<file path="src/rtl/e203_exu_longp_wbq.sv">
// Long-pipe write-back queue.
// Buffers LSU responses in a small circular FIFO and pairs the head entry with
// the OITF retire entry. A matched head leaves as a write-back request, an
// exception request, or a silent retire when the instruction writes no rd.
module e203_exu_longp_wbq #(
  parameter int XLEN    = 32,
  parameter int RFIDX_W = 5,
  parameter int ITAG_W  = 1,
  parameter int DEPTH   = 2
) (
  input  logic               clk,
  input  logic               rst,
  // LSU response side
  input  logic               lsu_wbck_i_valid,
  output logic               lsu_wbck_i_ready,
  input  logic [XLEN-1:0]    lsu_wbck_i_wdat,
  input  logic [ITAG_W-1:0]  lsu_wbck_i_itag,
  input  logic               lsu_wbck_i_err,
  // OITF head
  input  logic               oitf_empty,
  input  logic [ITAG_W-1:0]  oitf_ret_ptr,
  input  logic [RFIDX_W-1:0] oitf_ret_rdidx,
  input  logic               oitf_ret_rdwen,
  input  logic               oitf_ret_rdfpu,
  output logic               oitf_ret_ena,
  // Write-back arbiter side
  output logic               longp_wbck_o_valid,
  input  logic               longp_wbck_o_ready,
  output logic [XLEN-1:0]    longp_wbck_o_wdat,
  output logic [4:0]         longp_wbck_o_flags,
  output logic [RFIDX_W-1:0] longp_wbck_o_rdidx,
  output logic               longp_wbck_o_rdfpu,
  // Commit (exception) side
  output logic               longp_excp_o_valid,
  input  logic               longp_excp_o_ready
);

  localparam int PTR_W = (DEPTH > 1) ? $clog2(DEPTH) : 1;
  localparam int CNT_W = $clog2(DEPTH) + 1;

  // Entry storage; only the head slot is ever read.
  logic [XLEN-1:0]   wdat_mem [DEPTH];
  logic [ITAG_W-1:0] itag_mem [DEPTH];
  logic              err_mem  [DEPTH];

  logic [PTR_W-1:0] wr_ptr_reg, wr_ptr_next;
  logic [PTR_W-1:0] rd_ptr_reg, rd_ptr_next;
  logic [CNT_W-1:0] count_reg,  count_next;

  logic              full;
  logic              empty;
  logic              push;
  logic              pop;
  logic              head_match;
  logic [XLEN-1:0]   head_wdat;
  logic [ITAG_W-1:0] head_itag;
  logic              head_err;

  // Ready is a function of registered occupancy only, so it never depends
  // on downstream ready and a full queue refuses a push even while popping.
  assign full             = (count_reg == CNT_W'(DEPTH));
  assign empty            = (count_reg == '0);
  assign lsu_wbck_i_ready = ~full;
  assign push             = lsu_wbck_i_valid & lsu_wbck_i_ready;

  assign head_wdat = wdat_mem[rd_ptr_reg];
  assign head_itag = itag_mem[rd_ptr_reg];
  assign head_err  = err_mem[rd_ptr_reg];

  // The head may only leave when it belongs to the instruction at the OITF head.
  assign head_match = ~empty & ~oitf_empty & (head_itag == oitf_ret_ptr);

  // Per-slot write ports: a slot is loaded when the write pointer points at it.
  generate
    for (genvar gi = 0; gi < DEPTH; gi++) begin : g_entry
      // Capture the LSU response into this slot on a push.
      always_ff @(posedge clk) begin
        if (push && (wr_ptr_reg == PTR_W'(gi))) begin
          wdat_mem[gi] <= lsu_wbck_i_wdat;
          itag_mem[gi] <= lsu_wbck_i_itag;
          err_mem[gi]  <= lsu_wbck_i_err;
        end
      end
    end
  endgenerate

  // Route the matched head to exactly one of: exception, write-back, silent retire.
  always_comb begin
    longp_excp_o_valid = 1'b0;
    longp_wbck_o_valid = 1'b0;
    pop                = 1'b0;
    if (head_match) begin
      if (head_err) begin
        longp_excp_o_valid = 1'b1;
        pop                = longp_excp_o_ready;
      end else if (oitf_ret_rdwen) begin
        longp_wbck_o_valid = 1'b1;
        pop                = longp_wbck_o_ready;
      end else begin
        pop                = 1'b1;
      end
    end
  end

  // Payload is forced to zero whenever no write-back is being requested.
  assign longp_wbck_o_wdat  = longp_wbck_o_valid ? head_wdat      : '0;
  assign longp_wbck_o_rdidx = longp_wbck_o_valid ? oitf_ret_rdidx : '0;
  assign longp_wbck_o_rdfpu = longp_wbck_o_valid & oitf_ret_rdfpu;
  assign longp_wbck_o_flags = 5'd0;
  assign oitf_ret_ena       = pop;

  // Pointer and occupancy updates; power-of-two depth makes the wrap implicit.
  always_comb begin
    wr_ptr_next = push ? wr_ptr_reg + PTR_W'(1) : wr_ptr_reg;
    rd_ptr_next = pop  ? rd_ptr_reg + PTR_W'(1) : rd_ptr_reg;
    count_next  = count_reg;
    if (push && !pop) begin
      count_next = count_reg + CNT_W'(1);
    end else if (pop && !push) begin
      count_next = count_reg - CNT_W'(1);
    end
  end

  // Queue control state; reset discards all queued entries.
  always_ff @(posedge clk) begin
    if (rst) begin
      wr_ptr_reg <= '0;
      rd_ptr_reg <= '0;
      count_reg  <= '0;
    end else begin
      wr_ptr_reg <= wr_ptr_next;
      rd_ptr_reg <= rd_ptr_next;
      count_reg  <= count_next;
    end
  end

endmodule

</file>
<file path="config.mk">
export PLATFORM = sky130hd
export DESIGN_NAME = e203_exu_longp_wbq
export DESIGN_NICKNAME = d
export VERILOG_FILES = /design/src/rtl/e203_exu_longp_wbq.sv
export SDC_FILE = /design/constraint.sdc
export NUM_CORES = 1
export LEC_CHECK = 0
export BUFFER_PORTS_ARGS = -buffer_cell sky130_fd_sc_hd__buf_2
export CORE_UTILIZATION = 55
export CTS_CLUSTER_SIZE = 12
export DETAILED_ROUTE_END_ITERATION = 8
export HOLD_SLACK_MARGIN = 0.12
export PLACE_DENSITY_LB_ADDON = 0.25
export SLEW_MARGIN = 30
export SYNTH_ARGS = -nofsm -noshare
export SYNTH_HDL_FRONTEND = slang
export SYNTH_SLANG_ARGS = --single-unit
</file>
<file path="constraint.sdc">
create_clock -name clk -period 4.3 [get_ports clk]
set_input_delay 0.86 -clock clk [delete_from_list [all_inputs] [get_ports clk]]
set_output_delay 0.86 -clock clk [all_outputs]
set_load 0.02 [all_outputs]
</file>
==> summary.md <==
| Metric | Value |
|---|---|
| Status | complete, no violations |
| Via count | around 1700 |
| CTS tree | yes |
| Final clock skew | between 4 and 5 ps |
| Critical Path AT | ~2700 ps |
| Switching share of total power | 0.2808 |
| ANT nets after route | 0 |
| Slowest stage delay, CP | ~900 ps |
| NetSw | approximately 0.51 mW |
| Ant diodes | 0 |
| Clk slew on worst S/H paths | around 70 ps |
| Routed WL | slightly below 5 mm |
| Compound-cell area share of the yosys netlist | 0.003161 |
| Placed Area | around 3600 um2 |
| Layout net count | between 300 and 400 |
| Average wire per cell in the routed design | around 14 um |
| Dominant cell type by area after synthesis | edfxtp_1 |
| Met2 usage | 0.3221 |
| Hold path start | count_reg[1] |
| Clock Tree Buf Depth | 2 |
| Die height | approximately 78 um |
| Cells after Synth | about 190 |
| Initial Util | 0.5716 |
| Buf/Inv on CP | 2 |
| Simple-gate share of the synthesized area | 0.1474 |
| TritonCTS Buffers | 9 |
| First DRT Iteration DRCs | 51 |
| Clock Sinks | between 70 and 80 |
| Design area | around 3800 um2 |
| Area Growth Syn to Fin | 20.82% |
| PortBufs | between 80 and 90 |
| Rows | 27 |
| Crit-path max FO | 33 |
| Grt peak-use layer | met2 |
| Cell Chain, Critical Path | mux2i_1 > xnor2_1 > or4_4 > inv_2 > and2_1 > buf_2 |
| Min-Delay Path Depth | 2 |
| R2R depth | 7 |
| Core area | approximately 5500 um2 |
| Synth area leaders | edfxtp_1 (64%), mux2i_1 (11%), nor2_4 (11%), dfxtp_1 (3.2%), buf_4 (1.4%) |
| Fraction of registers with async set/reset | 0 |
| Critical Path Source Type | flop |
| Yosys top cell area share | 0.6448 |
| Total Routing Usage GR | 0.1764 |
| Mean Syn Cell Area | roughly 17 um2 |
| First drt pass iteration count | 4 |
| First-pass GRT wire length | 7.900 mm |
| YS warnings | 0 |
| Least-Margin Pin Slew | ~900 ps |
| Reg-to-reg slack, setup | 1950 ps |
| Number of H-tree levels | 3 |
| Filler cells | ~420 |
| Fmax | between 200 and 300 MHz |
| Top reg by flops | wdat_mem |
| Remaining DRCs | 0 |
| FF+latch count, synth | 73 |
| Initial antenna violation count | 0 |
| Met1 usage | 0.1853 |
| GRT Residual Overflow | 0 |
| Final GP Congestion | about 0.75 |
| DR vias/cell | between 4 and 5 |
| Gate power share | 0.216 |
| Largest family of logic cells by synthesized area | simple AND/OR/NAND/NOR gates |
| Tightest Hold Check Type | flop to flop |
| Leakage | 1.448 nW |
| Boundary pin count | 95 |
| Layout cell share with drive strength beyond 1 | 0.4947 |
| Leading register cell type out of synthesis | edfxtp_1 |
| Sequential area share after synthesis | 0.6764 |
| Final worst-path cycle share | 0.8227 |
| Cell family with most CP delay | simple AND/OR/NAND/NOR gates |
| Sequential fraction of design power | 0.525 |
| Final slew viol count | 0 |
| Commonest cells in the netlist | edfxtp_1 (68), mux2i_1 (35), nor2_4 (30) |
| Post-Synth Adder-Cell Area | 0.003951 |
| RSZ-0062 raised after global routing | false |
| Post-synth EDFFs | between 60 and 70 |
| Setup bufs post-CTS | 0 |
| Flip-flop count of the largest register after layout | 64 |
| Clk root buf | clkbuf_8 |
| CTS resizes | 0 |
| Worst-path cell with the longest stage delay | or4_4 |
| Maximum vdd drop | 0.0002688 V |
| Number of global-route vias before repair | approximately 1800 |
| Clock share of power | 0.259 |
| Worst slew margin | 0.3885 |
| Met3 Use GR | 0.04235 |
| Yosys cell types | 27 |
| Sum Neg Setup Slack | 0 ps |
| Synth Area in XOR/XNOR | 0.01106 |
| # hold bufs at CTS | 0 |
| Mapped cell area | 3167 um2 |
| Hold Path Sink | count_reg[1] |
| Top-count cell post-synth | edfxtp_1 |
| Final setup fails | 0 |
| Clock latency on the worst-skew pair | around 320 ps |
| Power Density | 478.3 nW/um2 |
| RR Endpoint | count_reg[1] |
| Largest net degree at the start of global routing | 35 |
| Final Hold Violating Endpoints | 0 |
| Crit path capture type | output port |
| DPL Wire Length | 3.292 mm |
| Die ar. | a little over 6000 um2 |
| Mux share of post-synthesis cell area | 0.1177 |
| MaxCap Viol Count | 0 |
| Min Clock Period, post-route | about 3500 ps |
| DIE WIDTH | between 70 and 80 um |
| Internal | between 1 and 1.5 mW |
| Crit Path Class | flop to output port |
| WP data required | 3440 ps |
==> power by group through the flow <==
| stage | Sequential (mW) | Combinational (mW) | Clock, mW |
|---|---|---|---|
| 2_1_floorplan | 0.964 | 0.300 | 0 |
| 4_1_cts | 0.963 | 0.386 | 0.486 |
| 6_report | 0.960 | 0.396 | 0.474 |
| 3_5_place_dp | 0.978 | 0.384 | 0 |
| 5_1_grt | 0.971 | 0.433 | 0.516 |
| 3_3_place_gp | 0.971 | 0.372 | 0 |
==> metal layers <==
layer	share of wire	wire length, um
met3	0.057	279
met2	0.54	2655
met5	0	0
met1	0.38	1859
met4	0.021	103
==> how the worst max path moves through the flow <==
stage                 startpoint               endpoint  slack [ps]  cells after the start
floorplan           oitf_ret_ptr     longp_wbck_o_rdfpu        1390                      5
detailed placement  oitf_ret_ptr  longp_wbck_o_rdidx[3]         830                      6
finish                      flop  longp_wbck_o_rdidx[2]         760                      6
global placement    oitf_ret_ptr  longp_wbck_o_rdidx[2]         890                      6
CTS                         flop  longp_wbck_o_rdidx[3]         690                      6
global route                flop  longp_wbck_o_rdidx[3]         590                      6
==> tightest hold or removal path, stage by stage, from the launching register on <==
cell,delay [ps]
dfxtp_1,330
o21ai_0,80
a21oi_1,60
==> metrics by stage <==
| stage | worst slack [ps] | std cells | hold slack [ps] | util | power [mW] |
|---|---|---|---|---|---|
| CTS | 694.7 | 354 | 518.8 | 0.6856 | 1.834 |
| finish | 762.3 | 355 | 514.0 | 0.6906 | 1.830 |
| global route | 587.8 | 355 | 547.3 | 0.6906 | 1.920 |
| floorplan | 1392 | 191 | 465.8 | - | 1.263 |
| global placement | 892.8 | 340 | 486.7 | 0.6545 | 1.343 |
| detailed placement | 831.2 | 340 | 509.7 | 0.6545 | 1.362 |
==> cell type report <==
class | count | area [um2] | share of cell area
inverters | 3 | 11.26 | 0.002943
clock inverters | 5 | 48.80 | 0.01275
multi-input cells | 102 | 928.4 | 0.2426
clock buffers | 9 | 123.9 | 0.03237
well taps | 72 | 90.09 | 0.02354
flip-flops and latches | 73 | 2143 | 0.5602
repair buffers | 91 | 480.5 | 0.1256
==> layout by cell type, fill, tap and decap left out, types with 2 or more instances in the layout <==
| cell | count |
|---|---|
| buf_2 | 89 |
| edfxtp_1 | 68 |
| mux2i_1 | 35 |
| nor2_4 | 31 |
| clkbuf_8 | 9 |
| nor2_1 | 6 |
| and2_1 | 6 |
| conb_1 | 5 |
| dfxtp_1 | 4 |
| xor2_1 | 3 |
| clkinv_2 | 3 |
| nand2b_1 | 2 |
| nand2_1 | 2 |
| inv_1 | 2 |
| mux2_1 | 2 |
==> cells by family (layout without fill, tap and decap cells) <==
logic type	count (synthesis)	count (layout)
AOI/OAI and AO/OA	2	2
xor gates and xnor gates	4	4
adders and majority gates	1	1
buffers and inverters	16	108
DFF	73	73
muxes	37	37
other	1	5
and+or+nand+nor	53	53
No activity file was read; power rests on OpenSTA's default activity.
